### src/rtl/dcache_wb.sv
// dcache_wb - direct-mapped, write-back, write-allocate data cache.
//
// Sits between the MEM stage and a slower word-beat backing memory.
// Hits complete combinationally in IDLE; misses write back a dirty victim
// (WRITEBACK), then fetch the new line (REFILL), holding the pipeline via
// cpu_stall. FLUSH scans all lines and writes back every dirty one.
//
// Ports
//   clk, rst                 clock (rising edge), async active-low reset
//   cpu_req/we/addr/wdata/wstrb   CPU access, held until cpu_ready
//   cpu_rdata, cpu_ready     load data / access-complete (same cycle on hit)
//   cpu_stall                pipeline hold
//   flush_req, flush_done    write back all dirty lines / 1-cycle done pulse
//   mem_req/we/addr/wdata    beat request to backing memory, held until ack
//   mem_rdata, mem_ack       beat response
module dcache_wb #(
    parameter int ADDR_W     = 32,
    parameter int DATA_W     = 32,
    parameter int LINE_WORDS = 4,
    parameter int NUM_LINES  = 16
) (
    input  logic                clk,
    input  logic                rst,
    input  logic                cpu_req,
    input  logic                cpu_we,
    input  logic [ADDR_W-1:0]   cpu_addr,
    input  logic [DATA_W-1:0]   cpu_wdata,
    input  logic [DATA_W/8-1:0] cpu_wstrb,
    output logic [DATA_W-1:0]   cpu_rdata,
    output logic                cpu_ready,
    output logic                cpu_stall,
    input  logic                flush_req,
    output logic                flush_done,
    output logic                mem_req,
    output logic                mem_we,
    output logic [ADDR_W-1:0]   mem_addr,
    output logic [DATA_W-1:0]   mem_wdata,
    input  logic [DATA_W-1:0]   mem_rdata,
    input  logic                mem_ack
);
    localparam int NB = DATA_W / 8;
    localparam int BB = $clog2(NB);
    localparam int WB = $clog2(LINE_WORDS);
    localparam int IB = $clog2(NUM_LINES);
    localparam int TB = ADDR_W - IB - WB - BB;

    typedef logic [TB-1:0] tag_t;
    typedef logic [IB-1:0] idx_t;
    typedef logic [WB-1:0] wrd_t;

    typedef struct packed {
        tag_t          tag;
        idx_t          idx;
        wrd_t          wrd;
        logic [BB-1:0] bsel;
    } addr_t;

    typedef enum logic [1:0] {IDLE, WRITEBACK, REFILL, FLUSH} state_t;

    state_t state_q, state_d;

    // Line storage; data and tags are deliberately left unreset.
    logic [DATA_W-1:0]    data_q [NUM_LINES][LINE_WORDS];
    tag_t                 tag_q  [NUM_LINES];
    logic [NUM_LINES-1:0] valid_q, dirty_q;

    idx_t line_q;        // line currently being written back / refilled
    tag_t wb_tag_q;      // victim tag for write beats
    tag_t rf_tag_q;      // requested tag for read beats
    wrd_t beat_q;
    idx_t fidx_q;        // flush scan position
    logic flushing_q;    // WRITEBACK was entered from FLUSH
    logic flush_pend_q;
    logic mem_req_q;

    addr_t req;
    logic  unused_bsel;
    assign req         = addr_t'(cpu_addr);
    assign unused_bsel = ^req.bsel;

    logic hit, miss_go, xfer, beat_done, last_beat;
    logic flush_busy, flush_go, f_dirty, f_last;

    assign hit        = valid_q[req.idx] && (tag_q[req.idx] == req.tag);
    assign cpu_ready  = (state_q == IDLE) && cpu_req && hit;
    assign miss_go    = (state_q == IDLE) && cpu_req && !hit;
    assign xfer       = (state_q == WRITEBACK) || (state_q == REFILL);
    assign beat_done  = mem_req_q && mem_ack;
    assign last_beat  = (beat_q == wrd_t'(LINE_WORDS - 1));
    assign flush_busy = (state_q == FLUSH) || flushing_q;
    // A pending flush waits for an IDLE cycle with no CPU access.
    assign flush_go   = (state_q == IDLE) && !cpu_req && (flush_req || flush_pend_q);
    assign f_dirty    = valid_q[fidx_q] && dirty_q[fidx_q];
    assign f_last     = (fidx_q == idx_t'(NUM_LINES - 1));

    always_comb begin
        state_d = state_q;
        case (state_q)
            IDLE: begin
                if (miss_go)
                    state_d = (valid_q[req.idx] && dirty_q[req.idx]) ? WRITEBACK : REFILL;
                else if (flush_go)
                    state_d = FLUSH;
            end
            WRITEBACK: if (beat_done && last_beat) state_d = flushing_q ? FLUSH : REFILL;
            REFILL:    if (beat_done && last_beat) state_d = IDLE;
            FLUSH: begin
                if (f_dirty)     state_d = WRITEBACK;
                else if (f_last) state_d = IDLE;
            end
            default: state_d = IDLE;
        endcase
    end

    always_ff @(posedge clk or negedge rst) begin
        if (!rst) begin
            state_q      <= IDLE;
            mem_req_q    <= 1'b0;
            beat_q       <= '0;
            line_q       <= '0;
            wb_tag_q     <= '0;
            rf_tag_q     <= '0;
            fidx_q       <= '0;
            flushing_q   <= 1'b0;
            flush_pend_q <= 1'b0;
            valid_q      <= '0;
            dirty_q      <= '0;
        end else begin
            state_q <= state_d;
            // Request drops for one cycle after every ack, and rises one
            // cycle after entering a transfer state.
            if (beat_done) begin
                mem_req_q <= 1'b0;
                beat_q    <= beat_q + 1'b1;
            end else if (xfer) begin
                mem_req_q <= 1'b1;
            end
            if (miss_go) begin
                line_q   <= req.idx;
                wb_tag_q <= tag_q[req.idx];
                rf_tag_q <= req.tag;
            end
            if (flush_go) begin
                fidx_q       <= '0;
                flush_pend_q <= 1'b0;
            end else if (flush_req && !flush_busy) begin
                flush_pend_q <= 1'b1;
            end
            if (state_q == FLUSH) begin
                if (f_dirty) begin
                    line_q     <= fidx_q;
                    wb_tag_q   <= tag_q[fidx_q];
                    flushing_q <= 1'b1;
                end else if (!f_last) begin
                    fidx_q <= fidx_q + 1'b1;
                end
            end
            // Cleared line is rescanned once more as clean, then the scan moves on.
            if (state_q == WRITEBACK && beat_done && last_beat && flushing_q) begin
                flushing_q      <= 1'b0;
                dirty_q[line_q] <= 1'b0;
            end
            if (state_q == REFILL && beat_done && last_beat) begin
                valid_q[line_q] <= 1'b1;
                dirty_q[line_q] <= 1'b0;
            end
            if (cpu_ready && cpu_we)
                dirty_q[req.idx] <= 1'b1;
        end
    end

    always_ff @(posedge clk) begin
        if (cpu_ready && cpu_we) begin
            for (int b = 0; b < NB; b++)
                if (cpu_wstrb[b])
                    data_q[req.idx][req.wrd][8*b +: 8] <= cpu_wdata[8*b +: 8];
        end
        if (state_q == REFILL && beat_done) begin
            data_q[line_q][beat_q] <= mem_rdata;
            if (last_beat)
                tag_q[line_q] <= rf_tag_q;
        end
    end

    // Beat address/data are gated by mem_req so everything idles at 0.
    assign mem_req    = mem_req_q;
    assign mem_we     = mem_req_q && (state_q == WRITEBACK);
    assign mem_addr   = mem_req_q ? {(state_q == WRITEBACK) ? wb_tag_q : rf_tag_q,
                                     line_q, beat_q, {BB{1'b0}}} : '0;
    assign mem_wdata  = mem_we ? data_q[line_q][beat_q] : '0;
    assign cpu_rdata  = cpu_ready ? data_q[req.idx][req.wrd] : '0;
    assign cpu_stall  = (cpu_req && !cpu_ready) || flush_busy;
    assign flush_done = (state_q == FLUSH) && !f_dirty && f_last;
endmodule

### config.mk
export PLATFORM = sky130hd
export DESIGN_NAME = dcache_wb
export DESIGN_NICKNAME = d
export VERILOG_FILES = /design/src/rtl/dcache_wb.sv
export SDC_FILE = /design/constraint.sdc
export NUM_CORES = 2
export LEC_CHECK = 0
export CAP_MARGIN = 20
export CORE_MARGIN = 3
export CORE_UTILIZATION = 55
export CTS_CLUSTER_DIAMETER = 200
export CTS_CLUSTER_SIZE = 10
export DETAILED_ROUTE_END_ITERATION = 8
export GPL_TIMING_DRIVEN = 0
export PLACE_DENSITY = 0.68
export SLEW_MARGIN = 0
export SYNTH_ARGS = -nofsm -noshare
export SYNTH_HDL_FRONTEND = slang
export SYNTH_SLANG_ARGS = --single-unit
### constraint.sdc
create_clock -name clk -period 6.4 [get_ports clk]
set_input_delay 0.96 -clock clk [delete_from_list [all_inputs] [get_ports clk]]
set_output_delay 0.96 -clock clk [all_outputs]
set_load 0.01 [all_outputs]
==> flow_metrics.tcl <==
set metrics [dict create \
    status "complete, but fails checks" \
    violations "negative setup slack" \
    yosys.area_share.adder_pct 0.105 \
    period_minus_slack_ps 6710 \
    regToRegEndpoint "data_q[1][53]$_DFFE_PP_" \
    worstSetupPathDepth 12 \
    route.detailed.drc 0 \
    total_number_of_vias 73700 \
    post_synth.cell_area_avg_um2 20.7 \
    drt_wl_total_um 448000 \
    max_freq_ghz 0.149 \
    grt_use_met1_pct 50.7 \
    place_hpwl_um 327000 \
    gr_util_met2_pct 60.6 \
    r2r_start "beat_q[0]$_DFFE_PN0P_" \
    ys_seq_elements 2527 \
    synth_top_family_by_area "multiplexers" \
    max_slew_margin_vs_limit_pct 12.9 \
    finClkSkew_ps 63.2 \
    crit_path_cell_trace "clkbuf_2 -> buf_1 -> inv_1 -> ha_1 -> and2_1 -> clkbuf_1 -> nor4_1 -> clkbuf_2 -> nor2_1 -> a31oi_4 -> clkbuf_2 -> nor2_1" \
    pwr_density_cell_nw_per_um2 394 \
    ys_top_cells_by_area "sky130_fd_sc_hd__edfxtp_1 (61%), sky130_fd_sc_hd__mux4_2 (29%), sky130_fd_sc_hd__dfrtp_1 (2.0%)" \
    netlist_area_um2 119000 \
    hold_path.class "input pin to asynchronous set/reset pin" \
    rows 170 \
    synth_ff_type "sky130_fd_sc_hd__edfxtp_1" \
    synth_sequential_area_ratio_pct 63.1 \
    critical_path.max_stage_delay_ps 950 \
    drt_iter0_drc 12900 \
    core-area_um2 215000 \
    cts_sinks 2527 \
    placedInstanceArea_um2 129000 \
    worstSetupEndpoint "data_q[1][53]$_DFFE_PP_" \
    max_cap_violations 0 \
    hold_viol 0 \
    synth_commonest_cells "sky130_fd_sc_hd__edfxtp_1 (2,432), sky130_fd_sc_hd__mux4_2 (1,551), sky130_fd_sc_hd__nor2_1 (317)" \
    power_mw 54.6 \
    grt_start_max_net_pins 58 \
    wl_per_cell_um 47.3 \
    endpoint_kind "flip-flop" \
    io-pin-count 207 \
    post_route_cells_drive_above_1_share_pct 39.3 \
    numCtsBuffers 302 \
    nFillCells 14300 \
    worstSkewPairLatency_ps 950 \
    final.setup.tns_ps -49470 \
    post_synth_inst_count 5773 \
    post-route-period-util_pct 105 \
    fin_util_pct 64.5 \
    groute.usage.overall_pct 40.5 \
    post_synth_cell_types 79 \
    crit_arrival_ps 7240 \
    dp_cells 9040 \
    synth_xor_xnor_area_share_pct 0.117 \
    busiest_layer "met2" \
    non_filler_cell_area_final_um2 139000 \
    synth_compound_area_share_pct 1.37 \
    synth-async-reset-ratio_pct 3.76 \
    grt_pass1_vias 72600 \
    share_of_synthesized_area_spent_on_multiplexers_pct 30.5 \
    dp_slack_ps -2340 \
    antenna_found_initial 38 \
    worst_setup_hold_path_clk_slew_ps 70 \
    setup_slack_ps -311 \
    htree_levels 5 \
    count_of_flip_flops_with_a_built_in_enable_after_synthesis 2432 \
    synthDominantAreaCellType "sky130_fd_sc_hd__edfxtp_1" \
    worst_r2r_path_depth 12 \
    synth.most_common_cell "sky130_fd_sc_hd__edfxtp_1" \
    nets 6649 \
    yosys.area.top_type_share_pct 61.1 \
    clock_tree.buffer_depth 4 \
    route.detailed.vias_per_inst 7.78 \
    initial_util_pct 55.5 \
    grt_first_pass_wirelength_um 604000 \
    post_cts_hold_buffer_count 0 \
    postRouteAntennaNets 0 \
    crit_family "buffers and inverters" \
    holdWs_ps 55.5 \
    fp.dieArea_um2 223000 \
    clock_tree_from_tritoncts "done" \
    drt_pre_antenna_iters 6 \
    die_width_um 472 \
    reg2reg_setup_slack_ps -310 \
    non_filler_instances 9468 \
    synthesis.yosys.warnings 0 \
    grt_overflow 0 \
    post_synth_and_or_nand_nor_area_fraction_pct 2.98 \
    timing.final.setup_violations 399 \
    chipHeight_um 472 \
    path_buf_inv 6 \
    crit_path_start "beat_q[0]$_DFFE_PN0P_" \
    cell_type_with_the_highest_occurrence_count_on_the_critical_path "sky130_fd_sc_hd__clkbuf_2" \
    power.static_leakage_nw 43.7 \
    gr-usage-met3_pct 13.7 \
    timing.critical_path.slowest_stage_cell "sky130_fd_sc_hd__clkbuf_2" \
    routabilityCongestion 0.998 \
    data_required_time_of_the_critical_path_ps 6930 \
    start_kind "flip-flop" \
    syn_to_final_growth_pct 16.2 \
    worst-slew-pin-transition_ps 1310 \
    vdd_ir_drop_max_uv 445 \
    worst-setup-path-type "flip-flop to flip-flop" \
    clock_tree.root_cell "sky130_fd_sc_hd__clkbuf_16" \
    final-max-slew-violation-count 0 \
    placement.io_buffers 196 \
    crit_path_max_fanout 10 \
    grt_setup_unrepaired "true" \
]
cells in the final DEF (no fill, tap or decap), types with 59 or more instances in the layout:
cell type,netlist,layout
sky130_fd_sc_hd__mux4_2,1551,1551
sky130_fd_sc_hd__buf_12,1,59
sky130_fd_sc_hd__buf_6,7,68
sky130_fd_sc_hd__o21ai_0,60,60
sky130_fd_sc_hd__clkbuf_2,0,94
sky130_fd_sc_hd__buf_2,91,60
sky130_fd_sc_hd__buf_1,94,62
sky130_fd_sc_hd__nand2_1,178,144
sky130_fd_sc_hd__clkbuf_1,275,200
sky130_fd_sc_hd__dfrtp_1,95,95
sky130_fd_sc_hd__buf_8,2,123
sky130_fd_sc_hd__clkbuf_16,0,312
sky130_fd_sc_hd__mux2i_1,93,83
sky130_fd_sc_hd__nor2_1,317,281
sky130_fd_sc_hd__clkdlybuf4s50_1,0,189
sky130_fd_sc_hd__edfxtp_1,2432,2432
sky130_fd_sc_hd__buf_4,11,59
worst min path at each step:
stage	cells past startpoint	from	to
6_report	1	rst	rf_tag_q[19]$_DFFE_PN0N_
5_1_grt	1	rst	rf_tag_q[19]$_DFFE_PN0N_
4_1_cts	1	rst	rf_tag_q[19]$_DFFE_PN0N_
3_5_place_dp	1	valid_q[4]$_DFFE_PN0P_	valid_q[4]$_DFFE_PN0P_
3_3_place_gp	1	valid_q[5]$_DFFE_PN0P_	valid_q[5]$_DFFE_PN0P_
2_1_floorplan	1	valid_q[10]$_DFFE_PN0P_	valid_q[10]$_DFFE_PN0P_
per-layer routing:
metal	wire (um)	part of all wire (%)	vias up
li1	-	-	26500
met1	144000	32	38800
met2	205000	46	6754
met3	62000	14	1569
met4	37500	8.4	22
met5	144	0.032	-
cell families after synthesis:
logic type               after synthesis
AO/OA/AOI/OAI                        247
XOR/XNOR                              16
adder cells (fa/ha/maj)               10
buffers and inverters                504
flip-flops                          2527
multiplexers                        1692
other                                  1
AND/OR/NAND/NOR                      776
report_power, final:
group	total (mW)	internal [mW]	switching, mW
Combinational	19.0	7.83	11.2
Clock	15.1	8.63	6.48
Sequential	20.5	20.0	0.517
Total	54.6	36.4	18.2
sequential cells by signal, indices dropped and copies added (netlist names):
register,flops
flushing_q,1
fidx_q,4
line_q,4
mem_req,1
data_q,2048
flush_pend_q,1
beat_q,2
rf_tag_q,24
wb_tag_q,24
tag_q,384
state_q,2
dirty_q,16
valid_q,16
final cells by class:
class | count | area [um^2] | share of cell area, %
sequential | 2527 | 75400 | 54.3
multi-input combinational | 2743 | 42600 | 30.7
clock buffer | 363 | 7980 | 5.75
timing repair buffer | 458 | 6070 | 4.37
tap | 2838 | 3550 | 2.56
buffer | 478 | 2890 | 2.09
inverter | 23 | 91.3 | 0.0658
antenna | 34 | 85.1 | 0.0613
clock inverter | 4 | 31.3 | 0.0225
what timing repair did:
item                       4_1_cts  5_1_grt
gates resized for setup        328       81
setup endpoints to repair     1197       62
buffers inserted                 5        4
pin swaps                       10        8
(Power assumes the default switching activity.)
